File: config.mk
export PLATFORM = sky130hd
export DESIGN_NAME = z80_io_timer_responder
export DESIGN_NICKNAME = d
export VERILOG_FILES = /design/src/rtl/z80_io_timer_responder.sv
export SDC_FILE = /design/constraint.sdc
export NUM_CORES = 1
export LEC_CHECK = 0
export ABC_CLOCK_PERIOD_IN_PS = 5100
export CORE_MARGIN = 8
export CORE_UTILIZATION = 25
export CTS_BUF_LIST = sky130_fd_sc_hd__clkbuf_16
export CTS_CLUSTER_SIZE = 20
export DETAILED_ROUTE_END_ITERATION = 8
export SLEW_MARGIN = 20
export SYNTH_ARGS = -nofsm -noshare
export SYNTH_HDL_FRONTEND = slang
export SYNTH_SLANG_ARGS = --single-unit
File: constraint.sdc
create_clock -name clk -period 5.1 [get_ports clk]
set_clock_uncertainty 0.05 [all_clocks]
set_input_delay 1.02 -clock clk [delete_from_list [all_inputs] [get_ports clk]]
set_output_delay 1.02 -clock clk [all_outputs]
set_load 0.01 [all_outputs]
File: src/rtl/z80_io_timer_responder.sv
// Z80 I/O-mapped timer peripheral: 4-port register window, prescaled reload
// timer raising /INT, and an interrupt-acknowledge responder with a vector.
module z80_io_timer_responder #(
    parameter logic [7:0]  PORT_BASE  = 8'h40,
    parameter int unsigned PRESCALE   = 16,
    parameter logic [7:0]  VECTOR_RST = 8'hFF
) (
    input  logic        clk,
    input  logic        n_reset,
    input  logic [15:0] addr,
    input  logic        n_iorq,
    input  logic        n_m1,
    input  logic        n_mreq,
    input  logic        n_rd,
    input  logic        n_wr,
    input  logic [7:0]  bus_data_in,
    output logic [7:0]  bus_data_out,
    output logic        bus_data_oe,
    output logic        n_int
);

    // state    | meaning
    // IDLE     | no cycle in progress
    // IORD     | I/O read of the window, bus driven with register data
    // IOWR     | I/O write, register already written, waiting for strobe end
    // INTA     | our acknowledge, bus driven with VECTOR
    // WAIT_END | someone else's acknowledge, wait for /IORQ to rise
    typedef enum logic [2:0] {
        S_IDLE,
        S_IORD,
        S_IOWR,
        S_INTA,
        S_WAIT_END
    } state_t;

    localparam int unsigned PW = (PRESCALE > 1) ? $clog2(PRESCALE) : 1;
    localparam logic [PW-1:0] PRESC_MAX = PW'(PRESCALE - 1);

    state_t state, state_nxt;

    logic          ctrl_ten, ctrl_ien;
    logic [7:0]    reload_reg, vector_reg, count;
    logic [PW-1:0] presc;
    logic          pend, ovr;

    logic       hit, io_rd_req, io_wr_req, inta_req, irq_active;
    logic       wr_en, wr_ctrl, wr_reload, wr_vector, wr_status;
    logic       tick, expire, inta_done, pend_clr, ovr_clr;
    logic [7:0] rd_data;
    logic       oe_nxt;
    logic [7:0] dout_nxt;
    logic       unused_addr;

    assign unused_addr = ^addr[15:8];

    assign hit        = (addr[7:2] == PORT_BASE[7:2]);
    assign io_rd_req  = !n_iorq && !n_rd && n_m1 && n_mreq && hit;
    assign io_wr_req  = !n_iorq && !n_wr && n_m1 && n_mreq && hit;
    assign inta_req   = !n_m1 && !n_iorq;
    assign irq_active = pend && ctrl_ien;

    // Registers are written only on the edge that enters IOWR.
    assign wr_en     = (state == S_IDLE) && io_wr_req;
    assign wr_ctrl   = wr_en && (addr[1:0] == 2'd0);
    assign wr_reload = wr_en && (addr[1:0] == 2'd1);
    assign wr_vector = wr_en && (addr[1:0] == 2'd2);
    assign wr_status = wr_en && (addr[1:0] == 2'd3);

    always_comb begin
        rd_data = 8'h00;
        case (addr[1:0])
            2'd0: rd_data = {6'b0, ctrl_ien, ctrl_ten};
            2'd1: rd_data = reload_reg;
            2'd2: rd_data = vector_reg;
            default: rd_data = {6'b0, ovr, pend};
        endcase
    end

    // FSM: state register
    always_ff @(posedge clk or negedge n_reset) begin
        if (!n_reset) begin
            state <= S_IDLE;
        end else begin
            state <= state_nxt;
        end
    end

    // FSM: next state
    always_comb begin
        state_nxt = state;
        case (state)
            S_IDLE: begin
                if (inta_req) begin
                    state_nxt = irq_active ? S_INTA : S_WAIT_END;
                end else if (io_rd_req) begin
                    state_nxt = S_IORD;
                end else if (io_wr_req) begin
                    state_nxt = S_IOWR;
                end
            end
            S_IORD:     if (n_rd || n_iorq) state_nxt = S_IDLE;
            S_IOWR:     if (n_wr || n_iorq) state_nxt = S_IDLE;
            S_INTA:     if (n_iorq) state_nxt = S_IDLE;
            S_WAIT_END: if (n_iorq) state_nxt = S_IDLE;
            default:    state_nxt = S_IDLE;
        endcase
    end

    // FSM: outputs (data holds its last value while the bus is released)
    always_comb begin
        oe_nxt   = 1'b0;
        dout_nxt = bus_data_out;
        case (state_nxt)
            S_IORD: begin
                oe_nxt   = 1'b1;
                dout_nxt = rd_data;
            end
            S_INTA: begin
                oe_nxt   = 1'b1;
                dout_nxt = vector_reg;
            end
            default: ;
        endcase
    end

    always_ff @(posedge clk or negedge n_reset) begin
        if (!n_reset) begin
            bus_data_oe  <= 1'b0;
            bus_data_out <= 8'h00;
            n_int        <= 1'b1;
        end else begin
            bus_data_oe  <= oe_nxt;
            bus_data_out <= dout_nxt;
            n_int        <= !irq_active;
        end
    end

    always_ff @(posedge clk or negedge n_reset) begin
        if (!n_reset) begin
            ctrl_ten   <= 1'b0;
            ctrl_ien   <= 1'b0;
            reload_reg <= 8'h00;
            vector_reg <= VECTOR_RST;
        end else begin
            if (wr_ctrl) begin
                ctrl_ten <= bus_data_in[0];
                ctrl_ien <= bus_data_in[1];
            end
            if (wr_reload) reload_reg <= bus_data_in;
            if (wr_vector) vector_reg <= bus_data_in;
        end
    end

    assign tick   = ctrl_ten && (presc == '0);
    assign expire = tick && (count == 8'h00) && !wr_reload;

    always_ff @(posedge clk or negedge n_reset) begin
        if (!n_reset) begin
            presc <= '0;
            count <= 8'h00;
        end else if (wr_reload) begin
            presc <= PRESC_MAX;
            count <= bus_data_in;
        end else if (ctrl_ten) begin
            presc <= tick ? PRESC_MAX : presc - 1'b1;
            if (tick) begin
                count <= (count == 8'h00) ? reload_reg : count - 8'd1;
            end
        end
    end

    assign inta_done = (state == S_INTA) && n_iorq;
    assign pend_clr  = inta_done || (wr_status && bus_data_in[0]);
    assign ovr_clr   = wr_status && bus_data_in[1];

    // An expiry always wins over a clear landing on the same edge.
    always_ff @(posedge clk or negedge n_reset) begin
        if (!n_reset) begin
            pend <= 1'b0;
            ovr  <= 1'b0;
        end else begin
            if (expire)        pend <= 1'b1;
            else if (pend_clr) pend <= 1'b0;
            if (expire && pend) ovr <= 1'b1;
            else if (ovr_clr)   ovr <= 1'b0;
        end
    end

endmodule
# Yosys cells after proc, flatten, opt, wreduce, memory -nomap -nowiden

Cells that the tools add are included.

Add/subtract/negate cells: 2
$mul: 0
Divide/modulo/power cells: 0
Magnitude comparators: 0
Eq/ne operators: 10
Shifts and indexed selects: 0
Multiplexer cells: 22
Bitwise gates (word level): 0
Reductions and logical operators: 43

Operators with widths:

| operator                                          | number |
|---|---|
| 2-to-1 mux 8 bit                                  | 4 |
| one-hot mux 8 bit (3 select lines)                | 1 |
| logical AND 1 bit                                 | 22 |
| 2-to-1 mux 3 bit                                  | 7 |
| one-hot mux 8 bit (2 select lines)                | 1 |
| 2-to-1 mux 4 bit                                  | 3 |
| one-hot mux 3 bit (4 select lines)                | 1 |
| nonzero test 2 bit                                | 5 |
| == test 3 x 2 -> 1 bit (second input constant)    | 3 |
| logical NOT 8 bit                                 | 1 |
| subtractor 8 x 1 -> 8 bit (second input constant) | 1 |
| == test 3 x 1 -> 1 bit (second input constant)    | 2 |
| == test 6 x 5 -> 1 bit (second input constant)    | 1 |
| logical NOT 1 bit                                 | 6 |
| 2-to-1 mux 1 bit                                  | 5 |
| == test 2 bit (second input constant)             | 2 |
| logical NOT 4 bit                                 | 1 |
| OR reduction 2 bit                                | 2 |
| subtractor 4 x 1 -> 4 bit (second input constant) | 1 |
| == test 3 bit (second input constant)             | 1 |
| logical NOT 3 bit                                 | 1 |
| logical OR 1 bit                                  | 3 |
| == test 2 x 1 -> 1 bit (second input constant)    | 1 |
| logical NOT 2 bit                                 | 1 |
| AND reduction 2 bit                               | 1 |

Bits in registers: 45
Latch bits: 0
Memory bits (writable): 0
ROM bits: 0
Output and inout port bits: 10
Word-level logic and storage cells: 89
Memories kept: 0

# Longest topological paths before layout

Depth after elaboration: 12
Mapped depth: 8
Depth with buffers taken out: 7

# Worst setup path before layout

No wires, ideal clock.

Path type: input-to-reg
Start point: in addr[5]
End point: reg bus_data_out[0]
Setup time: 0.126 ns
Data arrival time: 2.752 ns
Data required time: 4.924 ns
Slack: 2.172 ns
Stages: 5
Path through: or4b_4 or4_1 a32o_2 and2_0 a221o_1

Word-level cells in the longest chain between the ends: 8
Elaborated cells between the ends (all ways): 11

Ends and longest elaborated chain:

| what                                                                     | line | text |
|---|---|---|
| start, declared                                                          | 10   | `input logic [15:0] addr,` |
| == test 6 x 5 -> 1 bit (*)                                               | 56   | `assign hit = (addr[7:2] == PORT_BASE[7:2]);` |
| logical AND 1 bit                                                        | 58   | `assign io_wr_req = !n_iorq && !n_wr && n_m1 && n_mreq && hit;` |
| 2-to-1 mux 3 bit                                                         | 97   | `end else if (io_wr_req) begin` |
| 2-to-1 mux 3 bit (*)                                                     | 95   | `end else if (io_rd_req) begin` |
| 2-to-1 mux 3 bit (*)                                                     | 93   | `if (inta_req) begin` |
| one-hot mux 3 bit (4 select lines) (*)                                   | 91   | `case (state)` |
| == test 3 x 2 -> 1 bit or == test 3 x 1 -> 1 bit (tied branches)         | 113  | `case (state_nxt)` |
| one-hot mux 8 bit (2 select lines) or nonzero test 2 bit (tied branches) | -    |  |
| end signal, assigned                                                     | 133  | `bus_data_out <= dout_nxt;` |
| end, declared                                                            | 17   | `output logic [7:0] bus_data_out,` |

Every way passes the cells marked *; elsewhere a longest branch is shown, timed or not.
A chain may end at the register's enable or synchronous reset.

# Worst setup path in the final report

Start point: in addr[5]
End point: reg ovr

Word-level cells in the longest chain between the ends: 8
Elaborated cells between the ends (all ways): 11

Ends and longest elaborated chain:

| what                                                   | line | text |
|---|---|---|
| == test 6 x 5 -> 1 bit (*)                             | 56   |  |
| logical AND 1 bit (*)                                  | 58   |  |
| logical AND 1 bit (*)                                  | 63   | `assign wr_en = (state == S_IDLE) && io_wr_req;` |
| logical AND 1 bit                                      | 65   | `assign wr_reload = wr_en && (addr[1:0] == 2'd1);` |
| logical NOT 1 bit                                      | 155  | `assign expire = tick && (count == 8'h00) && !wr_reload;` |
| logical AND 1 bit                                      | 155  |  |
| logical AND 1 bit                                      | 184  | `if (expire && pend) ovr <= 1'b1;` |
| 2-to-1 mux 1 bit or nonzero test 2 bit (tied branches) | -    |  |
| end signal, assigned                                   | 180  | `ovr <= 1'b0;` |
| end signal, assigned                                   | 184  |  |
| end signal, assigned                                   | 185  | `else if (ovr_clr) ovr <= 1'b0;` |
| end, declared                                          | 44   | `logic pend, ovr;` |

Marks and branches as above.

==> qor.yml <==
netlist.top_cell.by_area: "dfrtp_1"
overflow: 0
via_per_inst: 4.87
finalCritPeriodShare_pct: 66.8
core_um2: 9640
peakVddDrop_v: 0.000108
dieArea_um2: 13200
drv_slew: 0
synth_edf_count: 0
syn-instance-count: 253
syn_to_final_growth_pct: 24.2
fmax_ghz: 0.293
tns_ps: 0
tritoncts: "built"
rsz0062_at_grt: "false"
die_w_um: 115
start_util_pct: 25.4
clockBufferDepth: 2
worstSetupStartpointType: "input pin"
synth_top_cells_by_area: "dfrtp_1, dfstp_2, nand2_1"
grt_max_degree: 46
synth-simple-area-share_pct: 21.5
hold_depth: 2
h-tree-depth: 2
synthArstFlopShare_pct: 100
cts_resized: 0
worst_slew_pin_slew_ps: 789
post_cts_buffers: 0
cap_viol_max_count: 0
drt_iter0_drc: 90
routedWlPerCell_um: 14.2
cts.sinks: 45
synth_top_family_by_area: "simple AND/OR/NAND/NOR gates"
syn-cell-area_um2: 2450
vias: 2034
clkTransAtPathRegs_ps: 60
drc_errors: 0
final_layout_size_suffix_gt1_share_pct: 14.0
track_usage_pct: 9.20
clock_latency_ps: 280
cts_made_buffers: 5
r2r_cells: 4
final_net_count: 318
synth_cell_type_count: 58
setup_viol: 0
fin_crit_ps: 3410
ctsHoldBuffers: 0
finalHoldViolCount: 0
final_util_pct: 31.6
syn-num-nets: 287
grt_pass1_wl_mm: 9.74
cellLeakagePower_nw: 1.21
outcome: "complete, no violations"
synth_mux_area_share_pct: 6.43
grt_pass1_vias: 1983
die_h_um: 115
ant_nets: 0
diodes: 0
layout_common_cells: "nand2_1, dfrtp_1, clkdlybuf4s50_1"
fillers: 987
firstDrtPassIters: 4
ys_seq_area_share_pct: 46.4
post-dp-hpwl_mm: 4.48
synth_xor_area_share_pct: 0.714
io_buffer_count: 32
hold_ws_ps: 455
cp.required_ps: 5180
synthAdderAreaFrac_pct: 1.53
synth.top_cell.area_share_pct: 36.7
endpoint_kind: "register"
gp_congestion: 0.816
synth_compound_area_share_pct: 19.2
hold_path_class: "reg -> reg"
path_max_fanout: 14
routed_wl_mm: 5.95
rows: 36
max_slew_margin_pct: 47.0
ys_ff_latch: 45
postSynth.topFlopCell: "dfrtp_1"
cts_root_buf: "clkbuf_16"
powerDensity_nw_per_um2: 245
synth.avg_cell_area_um2: 9.69
antenna_found_initial: 0
io_pins: 41
yosysWarnings: 0
critPathKind: "in -> reg"
worstPathArrival_ps: 3490
-- final timing paths --
| kind | slack [ps] | end | startpoint |
|---|---|---|---|
| worst max-delay path | 1690 | ovr | addr[5] |
| worst min-delay path | 450 | reload_reg[5] | reload_reg[5] |
| worst max register to register | 2990 | count[2] | state[1] |
| worst min register to register | 450 | reload_reg[5] | reload_reg[5] |
| max in group asynchronous | 3940 | vector_reg[6] | n_reset |
| min in group asynchronous | 680 | bus_data_out[7] | n_reset |
-- metal layers --
| metal | track usage (%) | share of wire, % |
|---|---|---|
| met5 | 0 | 0 |
| met4 | 2.98 | 1.1 |
| met3 | 2.63 | 4.1 |
| met2 | 16.4 | 52 |
| met1 | 10.3 | 42 |
-- cell type report --
cell class / instances / area, um^2 / share of cell area [%]
repair buffers: 32 / 318 / 10.4
clock buffers: 5 / 125 / 4.11
multi-input cells: 182 / 1220 / 40.0
well taps: 133 / 166 / 5.46
flip-flops and latches: 45 / 1140 / 37.3
inverters: 18 / 67.6 / 2.22
clock inverters: 3 / 13.8 / 0.452
-- cell usage after synthesis (all sizes together) (7+ instances only) --
| master | count |
|---|---|
| inv | 18 |
| nor2 | 21 |
| nand2 | 36 |
| nor4 | 7 |
| mux2 | 10 |
| a22oi | 7 |
| dfstp | 9 |
| o21ai | 14 |
| dfrtp | 36 |
-- per-stage QoR --
stage	total power, W	setup WS, ps	instance area [um^2]	instances
detailed placement	0.000445	1380	2900	410
finish	0.000745	1690	3050	418
floorplan	0.000402	2170	2450	253
global placement	0.000443	1390	2900	410
global route	0.000778	1480	3050	418
CTS	0.000757	1670	3040	418
-- cells by family (layout without fill, tap and decap cells) --
| group | Yosys count | in the layout |
|---|---|---|
| AOI/OAI and AO/OA | 64 | 64 |
| xor gates and xnor gates | 2 | 2 |
| adders and majority gates | 3 | 3 |
| buffers and inverters | 26 | 58 |
| DFF | 45 | 45 |
| muxes | 12 | 12 |
| and+or+nand+nor | 101 | 101 |
-- power breakdown --
group / total (W) / internal (W) / switching [W]
combinational: 0.0000658 / 0.0000330 / 0.0000328
sequential: 0.000372 / 0.000365 / 0.00000619
clock: 0.000308 / 0.000178 / 0.000130
-- critical path: stages --
cell and delay [ps]:
clkdlybuf4s50_1 430, or4b_4 580, nor4_1 420, nand4_1 610
a31oi_1 360, a41oi_1 60
Power figures use the tool's default switching activity.
==> edit: new RTL, same flow settings <==
Remove the register `bus_data_oe`: a continuous assignment takes its place, so the output `bus_data_oe` follows one clock earlier.
--- a/src/rtl/z80_io_timer_responder.sv
+++ b/src/rtl/z80_io_timer_responder.sv
@@ -125,15 +125,15 @@
 
     always_ff @(posedge clk or negedge n_reset) begin
         if (!n_reset) begin
-            bus_data_oe  <= 1'b0;
             bus_data_out <= 8'h00;
             n_int        <= 1'b1;
         end else begin
-            bus_data_oe  <= oe_nxt;
             bus_data_out <= dout_nxt;
             n_int        <= !irq_active;
         end
     end
+
+    assign bus_data_oe = oe_nxt;
 
     always_ff @(posedge clk or negedge n_reset) begin
         if (!n_reset) begin
Check against the original RTL: not equivalent (a bounded check fails within 4 cycles, from zero or initial values and one cycle with n_reset low).
==> edit against the unedited design <==
Core utilization grew 0.14 points; die area decreased by 1.3%; wire length hardly changed; area after synthesis down 1.5%; setup slack worse by 990 ps; critical path depth did not move; count of clock-buffer cells in the layout unchanged; sequential cell count shrank 1; cell area barely moved; power rose by 7.8%; global-route usage increased by 0.43 points; largest power group is now clock; highest routed layer unchanged.
==> edit: results (changes against the unedited design) <==
The run finished with clean final reports. Leakage power: 1.249 nW (+2.9%). The post-layout net count is 309 (-2.8%), and the highest fanout seen on the critical path is 3 (-11).

The number of enable flip-flop cells after synthesis works out to 0 (unchanged). The H-tree depth was 2 (unchanged); the number of distinct standard cells referenced by the synthesized netlist was 54 (-6.9%). The tools report the worst setup path endpoint as bus_data_oe. The worst-case reg-to-reg path depth was 6 (+2). The first-iteration detailed-routing DRC count is 141 (+57%). The number of port buffers is 32 (unchanged). The synthesized area divided by synthesized cell count was 9.902 um2 (+2.2%); the overall routing resource usage was 9.621% (+0.43 points). For the number of instances in the placed design, the log shows 401 (-2.2%). Total negative slack for setup checks: 0 ps (unchanged).

The run gives 0.002872 mm2 (-0.95%) as the instance area at placement. The routability-driven placement congestion ratio was 0.8002 (-1.9%); the via density per instance was 4.885 (+0.39%). The tools report the routed wire length as 5.947 mm (about the same).

For the number of global-route vias before repair, the log shows 2,040 (+2.9%). The non-filler instance count after layout is 409 (-2.2%). By area the synthesized netlist is led by dfrtp_1 (36%), dfstp_2 (9.8%), nand2_1 (5.6%), mux2_2 (4.7%), nor2_1 (2.8%).

The slack of the worst reg-to-reg path is 2730 ps (-260 ps), and the measured slew at the worst slew-check pin is 786.6 ps (-2.080 ps). For the share of synthesized area occupied by flip-flops and latches, the log shows 46.04% (-0.34 points). The met2 routing resource usage after global routing was 15.97% (-0.40 points); the data arrival time of the critical path was 3330 ps (-160 ps).

The tools report the maximum number of pins on one net before global-route repair as 45 (-2.2%). The tools report the count of fill cells added during filler insertion as 991 (+0.41%). The global-route track usage on met3 was 2.743% (+0.12 points). Among all stages on the critical path, the largest delay is contributed by nor4_1.

The capturing point of the worst reg2reg path is bus_data_out[7]$_DFFE_PN0P_. The maximum clock insertion buffer count came out at 2 (unchanged). The fraction of final layout cells with drive strength greater than 1 came out at 17.03% (+3.0 points). The run gives 10.06 mm (+3.3%) as the first-pass GRT wire length. After synthesis, the most frequently instantiated cells are nand2_1 (36), dfrtp_1 (35), nor2_1 (18).

The core occupancy in the finished layout was 31.74% (+0.14 points); the number of nets in the synthesized netlist was 278 (-3.1%). Worst IR drop on VDD: 0.1553 mV (+43%).
-- edit: layout make-up --
cell class                      instances  share of cell area (%)
Clock buffer                            5                   4.108
Clock inverter                          3                   1.520
Inverter                               17                   2.095
Multi-Input combinational cell        173                   39.36
Sequential cell                        44                   36.52
Tap cell                              133                   5.464
Timing Repair Buffer                   34                   10.93
-- edit: tightest hold or removal path, cell delays in order (launching register included) --
cell	delay (ps)
dfrtp_1	370
nand2_1	60
nand2_1	50
-- edit: through the flow --
step / total power [mW] / worst slack [ps]
5_1_grt: 0.8373 / 530.1
6_report: 0.8033 / 699.8
3_5_place_dp: 0.4334 / 687.2
4_1_cts: 0.8154 / 680.2
3_3_place_gp: 0.4320 / 684.7
2_1_floorplan: 0.3913 / 1323
-- edit: cell families (layout without fill, tap and decap cells) --
| family | after synthesis | in the layout | synth area share (%) |
|---|---|---|---|
| AND/OR/NAND/NOR | 93 | 93 | 20.61 |
| AO/OA/AOI/OAI | 63 | 63 | 19.63 |
| flip-flops | 44 | 44 | 46.04 |
| buffers and inverters | 27 | 59 | 4.660 |
| multiplexers | 13 | 13 | 7.146 |
| adder cells (fa/ha/maj) | 3 | 3 | 1.554 |
| XOR/XNOR | 1 | 1 | 0.3626 |
-- edit: per-layer routing --
metal	up-vias	part of all wire, %
li1	963	-
met1	975	46
met2	52	48
met3	8	4.5
met4	0	1.2
met5	-	0
-- edit: report_power, final --
part | internal [mW] | switching (mW)
combinational | 0.0325 | 0.0305
sequential | 0.357 | 0.00653
clock | 0.233 | 0.144
total | 0.622 | 0.181
-- edit: how the worst min path moves through the flow --
stage / slack [ps] / depth (start not counted) / endpoint
2_1_floorplan: 410 / 2 / reload_reg[1]$_DFFE_PN0P_
3_3_place_gp: 440 / 2 / reload_reg[5]$_DFFE_PN0P_
3_5_place_dp: 450 / 2 / reload_reg[3]$_DFFE_PN0P_
4_1_cts: 470 / 2 / reload_reg[5]$_DFFE_PN0P_
5_1_grt: 500 / 1 / bus_data_out[0]$_DFFE_PN0P_
6_report: 460 / 2 / reload_reg[5]$_DFFE_PN0P_
